File: src/rtl/mem_arbiter.sv
// mem_arbiter: shares one external memory port between instruction fetch and
// the memory stage. Accesses are serialized through IDLE -> ISSUE -> WAIT -> DONE.
// Data requests win over fetch requests, because the data access belongs to
// the older instruction.
// Optional build macro ARB_STARVE_GUARD_EN: after STARVE_MAX consecutive data
// grants made while fetch is waiting, the next grant is forced to fetch.
module mem_arbiter #(
  parameter int WIDTH      = 32,
  parameter int STARVE_MAX = 4
) (
  input  logic             clk,
  input  logic             rst,
  input  logic             f_req,
  input  logic [WIDTH-1:0] f_addr,
  output logic [WIDTH-1:0] f_rdata,
  output logic             f_ready,
  input  logic             d_req,
  input  logic             d_we,
  input  logic [2:0]       d_mode,
  input  logic [WIDTH-1:0] d_addr,
  input  logic [WIDTH-1:0] d_wdata,
  output logic [WIDTH-1:0] d_rdata,
  output logic             d_ready,
  output logic             mem_req,
  output logic             mem_we,
  output logic [2:0]       mem_mode,
  output logic [WIDTH-1:0] mem_addr,
  output logic [WIDTH-1:0] mem_wdata,
  input  logic             mem_gnt,
  input  logic             mem_rvalid,
  input  logic [WIDTH-1:0] mem_rdata,
  output logic             stall_f,
  output logic             stall_m,
  output logic             busy
);

  typedef enum logic [1:0] {IDLE, ISSUE, WAIT, DONE} state_t;

  state_t state, state_nxt;
  logic   owner_d;   // 1: current access belongs to the memory stage
  logic   grant_d;   // arbitration result, only meaningful in IDLE
  logic   arb;       // an access is being started this cycle

  assign arb = (state == IDLE) && (f_req || d_req);

`ifdef ARB_STARVE_GUARD_EN
  localparam int CW = $clog2(STARVE_MAX + 1);
  logic [CW-1:0] starve_cnt;

  assign grant_d = d_req && !(f_req && (starve_cnt == CW'(STARVE_MAX)));

  // count data grants taken while fetch was also waiting
  always_ff @(posedge clk) begin
    if (rst)
      starve_cnt <= '0;
    else if (arb) begin
      if (grant_d && f_req) starve_cnt <= starve_cnt + 1'b1;
      else                  starve_cnt <= '0;
    end
  end
`else
  assign grant_d = d_req;
`endif

  // state register
  always_ff @(posedge clk) begin
    if (rst) state <= IDLE;
    else     state <= state_nxt;
  end

  // next state and handshake outputs
  always_comb begin
    state_nxt = state;
    mem_req   = 1'b0;
    f_ready   = 1'b0;
    d_ready   = 1'b0;
    busy      = 1'b1;
    case (state)
      IDLE: begin
        busy = 1'b0;
        if (f_req || d_req) state_nxt = ISSUE;
      end
      ISSUE: begin
        mem_req = 1'b1;
        if (mem_gnt) state_nxt = WAIT;
      end
      WAIT: begin
        if (mem_rvalid) state_nxt = DONE;
      end
      DONE: begin
        f_ready   = !owner_d;
        d_ready   = owner_d;
        state_nxt = IDLE;
      end
      default: state_nxt = IDLE;
    endcase
  end

  // latch the winner's request; fields stay stable until the next grant.
  // Fetches have no store data, so wdata is zeroed for them.
  always_ff @(posedge clk) begin
    if (rst) begin
      owner_d   <= 1'b0;
      mem_we    <= 1'b0;
      mem_mode  <= 3'b000;
      mem_addr  <= '0;
      mem_wdata <= '0;
    end else if (arb) begin
      owner_d   <= grant_d;
      mem_we    <= grant_d && d_we;
      mem_mode  <= grant_d ? d_mode : 3'b010;
      mem_addr  <= grant_d ? d_addr : f_addr;
      mem_wdata <= grant_d ? d_wdata : '0;
    end
  end

  // capture returned read data for loads and fetches; stores leave it alone
  always_ff @(posedge clk) begin
    if (rst) begin
      f_rdata <= '0;
      d_rdata <= '0;
    end else if (state == WAIT && mem_rvalid && !mem_we) begin
      if (owner_d) d_rdata <= mem_rdata;
      else         f_rdata <= mem_rdata;
    end
  end

  assign stall_f = f_req && !f_ready;
  assign stall_m = d_req && !d_ready;

endmodule
File: config.mk
export PLATFORM = sky130hd
export DESIGN_NAME = mem_arbiter
export DESIGN_NICKNAME = d
export VERILOG_FILES = /design/src/rtl/mem_arbiter.sv
export SDC_FILE = /design/constraint.sdc
export NUM_CORES = 1
export LEC_CHECK = 0
export CORE_UTILIZATION = 35
export DETAILED_ROUTE_END_ITERATION = 16
export PLACE_DENSITY_LB_ADDON = 0.15
export SETUP_SLACK_MARGIN = 0.02
export SLEW_MARGIN = 40
export SYNTH_ARGS = -nofsm -noshare
export SYNTH_HDL_FRONTEND = slang
export SYNTH_SLANG_ARGS = --single-unit
export TNS_END_PERCENT = 5
File: constraint.sdc
create_clock -name clk -period 2 [get_ports clk]
set_input_delay 0.4 -clock clk [delete_from_list [all_inputs] [get_ports clk]]
set_output_delay 0.4 -clock clk [all_outputs]
set_load 0.005 [all_outputs]
==> metrics <==
relative slew slack=71.45%; proportion of register bits with asynchronous set or reset after synthesis=0%; CTS H-tree lvls=4; Setup violations, final=0; Total Die Area=15350 µm²; Wirelength per Cell=14.87 µm; Chip Height=123.9 µm; Cell Count Post-Placement=1032; static leakage power=3.179 nW; sequential standard cell area=2705 µm²; number of top-level design ports=276; number of standard cells in the final layout excluding fillers=1064; DR pass1 iterations=6; Area Growth Syn to Fin=67.18%; number of antenna violations at the first check in global routing=1; max cap viols=0; IR Drop Worst-Case VDD=0.6504 mV; startpoint of the lowest-slack hold path=rst; library cell with the largest summed area after synthesis=sky130_fd_sc_hd__dfxtp_1; remaining design rule violation count=0; wire length of the first global-routing pass=23680 µm; CTS tree=yes; area taken by multi-input logic gates=2216 µm²; Horiz. Die Dim=123.9 µm; arrival time of the worst setup path=1.49 ns; maximum operating frequency=528.3 MHz; routing usage on met1=22.07%; critical path's slowest cell=sky130_fd_sc_hd__dfxtp_2; Post-Syn Nets=754; most frequent cell after synthesis=sky130_fd_sc_hd__nand2_1; Worst Max-Slew Pin Slew=0.4282 ns; TNS Setup=0 ns; ant diodes=0; # port buffers=275; final period demand of the worst path=1.893 ns; Yosys warning total=0; unrepaired setup endpoints after global routing=false; maximum number of pins on one net before global-route repair=73; remaining global-route overflow=0; critical path required time=1.60 ns; area of the mapped netlist=5200 µm²; clock latency at the later pin of the worst-skew pair=0.41 ns; count of nets after finishing=1009; highest fanout seen on the critical path=4; final slew viol count=0; vias in the first global route=4850; launch instance of the worst register-to-register path=state[0]$_SDFFE_PP0P_; number of enable-type register cells in the synthesized netlist=0; share of cell area taken by muxes after synthesis=6.352%; Compound-Gate Fraction of Synth Area=15.50%; cell-by-cell listing of the critical path=ha_1, and2_1, nor2b_1, dlygate4sd2_1; mean post-synth cell area=8.497 µm²; final non-filler cell area=8693 µm²; Post-Synth Simple-Gate Area=19.66%; clock tree root buffer cell=sky130_fd_sc_hd__clkbuf_16; proportion of netlist area held by the largest area contributor=51.97%; detailed-placement wirelength estimate=11240 µm; kind of start point of the critical path=flip-flop; clock tree skew after final layout=0.007175 ns; main combinational cell family by area after synthesis=simple AND/OR/NAND/NOR gates; GR met2 Demand/Resource=34.31%; starting density of the core=35.78%; Placed Instance Area=8083 µm²; number of DRC markers after the initial detailed-route iteration=282; CP endpoint kind=primary output; row count=44; xor/xnor share of the synthesized area=0%; synthesized netlist cell count=612; top cells by area, synth=sky130_fd_sc_hd__dfxtp_1 52%, sky130_fd_sc_hd__nand2_1 12%, sky130_fd_sc_hd__a21oi_1 9.7%; fraction of met3 tracks used by global routing=8.745%; sinks on the clock net=135; Via Count=5093; layer carrying the most global-route usage=met2; clock-pin slew on the worst setup and hold paths=0.06 ns; vias per cell=4.787; Overall Global Routing Usage=20.29%; detailed-route wire length=15820 µm; flip-flop cell with the highest count after synthesis=sky130_fd_sc_hd__dfxtp_1; GPL Wtd Cong=0.7387; most used standard cells in the synthesized netlist=165 x sky130_fd_sc_hd__nand2_1, 135 x sky130_fd_sc_hd__dfxtp_1, 101 x sky130_fd_sc_hd__a21oi_1, 35 x sky130_fd_sc_hd__nand3_1, 34 x sky130_fd_sc_hd__nor2_1; hold violation total from the final report=0; worst setup path startpoint=state[0]$_SDFFE_PP0P_; post-synthesis sequential area ratio=51.97%; worst slack at placement=0.09371 ns; largest buffer count on any clock path=2; Pwr Density=1113 nW/µm²; Synth Register Bits=135; count of filler cells inserted in the layout=1298; adder-cell area share of the yosys netlist=0.9625%; worst min-delay path class=primary input to flip-flop; critical path start-end classification=flip-flop to primary output; post-layout worst setup margin=0.1071 ns; result of the run=finished, final reports clean; core area=14530 µm²; post-synth cell types=28; delay of the slowest cell on the worst path=0.33 ns; Routed Antenna Nets=0; clock buffers created by TritonCTS=17; share of the cycle needed by the critical path after routing=94.65%; share of post-route cells with drive strength above 1=6.364%
-- cell families (layout without fill, tap and decap cells) --
group                      count (synthesis)  count (layout)
and+or+nand+nor                          247             247
adders and majority gates                  4               4
DFF                                      135             135
AOI/OAI and AO/OA                        138             138
muxes                                     33              33
buffers and inverters                     55             323
-- metrics by stage --
step	total power [mW]	utilization, %	hold WS, ns
2_1_floorplan	5.013	-	0.4483
5_1_grt	10.23	59.81	0.3774
3_3_place_gp	6.504	55.61	0.4389
3_5_place_dp	6.585	55.61	0.4438
6_report	9.678	59.81	0.3780
4_1_cts	9.784	59.80	0.3577
-- final timing paths --
| path | to | slack, ns | cells after the start |
|---|---|---|---|
| worst max-delay path | stall_m | 0.11 | 4 |
| worst min-delay path | mem_mode[1]$_SDFFE_PP0P_ | 0.38 | 2 |
| worst max register to register | mem_addr[17]$_SDFFE_PP0P_ | 0.16 | 7 |
| worst min register to register | mem_wdata[14]$_SDFFE_PP0P_ | 0.45 | 2 |
-- layout by cell type, fill, tap and decap left out, drive strengths merged --
master         count
a211oi            32
a21oi            101
and2               1
and4b              1
and4bb             1
buf               15
bufinv             3
clkbuf            18
clkdlybuf4s50    267
clkinv             5
clkinvlp           3
dfxtp            135
dlygate4sd2        5
dlymetal6s2s       1
ha                 4
inv                6
mux2i             33
nand2            165
nand2b             4
nand3             35
nand3b             1
nand4b             1
nand4bb            1
nor2              34
nor2b              3
o21a               2
o21ai              2
o311a              1
-- per-layer routing --
metal,routed length (µm),up-vias
met4,416,2
met3,1474,31
li1,-,2571
met2,7608,195
met5,13,-
met1,6307,2294
-- worst max-delay path, delay by kind of cell (launching register included) --
family	cells	cell delay, ns
DFF	1	0.33
and+or+nand+nor	2	0.27
buffers and inverters	1	0.27
adders and majority gates	1	0.21
-- layout make-up --
type / instances / area share [%]
Clock buffer: 18 / 4.937
Clock inverter: 14 / 2.015
Inverter: 3 / 0.1295
Multi-Input combinational cell: 422 / 25.49
Sequential cell: 135 / 31.12
Tap cell: 184 / 2.648
Timing Repair Buffer: 288 / 33.66
-- sequential cells by signal (all words and copies together), names as in the netlist --
register	count
d_rdata	32
owner_d	1
mem_wdata	32
f_rdata	32
mem_addr	32
state	2
mem_mode	3
mem_we	1
-- repair_timing --
item / 4_1_cts / 5_1_grt
hold buffers: 0 / 0
setup endpoints to repair: 5 / 1
gates cloned: 0 / 0
buffers inserted: 0 / 0
pin swaps: 0 / 0
resized for setup: 9 / 1
hold endpoints to repair: 0 / 0
-- where the power goes --
group	internal, mW	total, mW	leakage (nW)	switching, mW
Sequential	3.16	3.42	1.10	0.260
Clock	1.97	3.16	0.287	1.19
Combinational	1.62	3.10	1.79	1.48
Total	6.75	9.68	3.18	2.93
(Power assumes the default switching activity.)
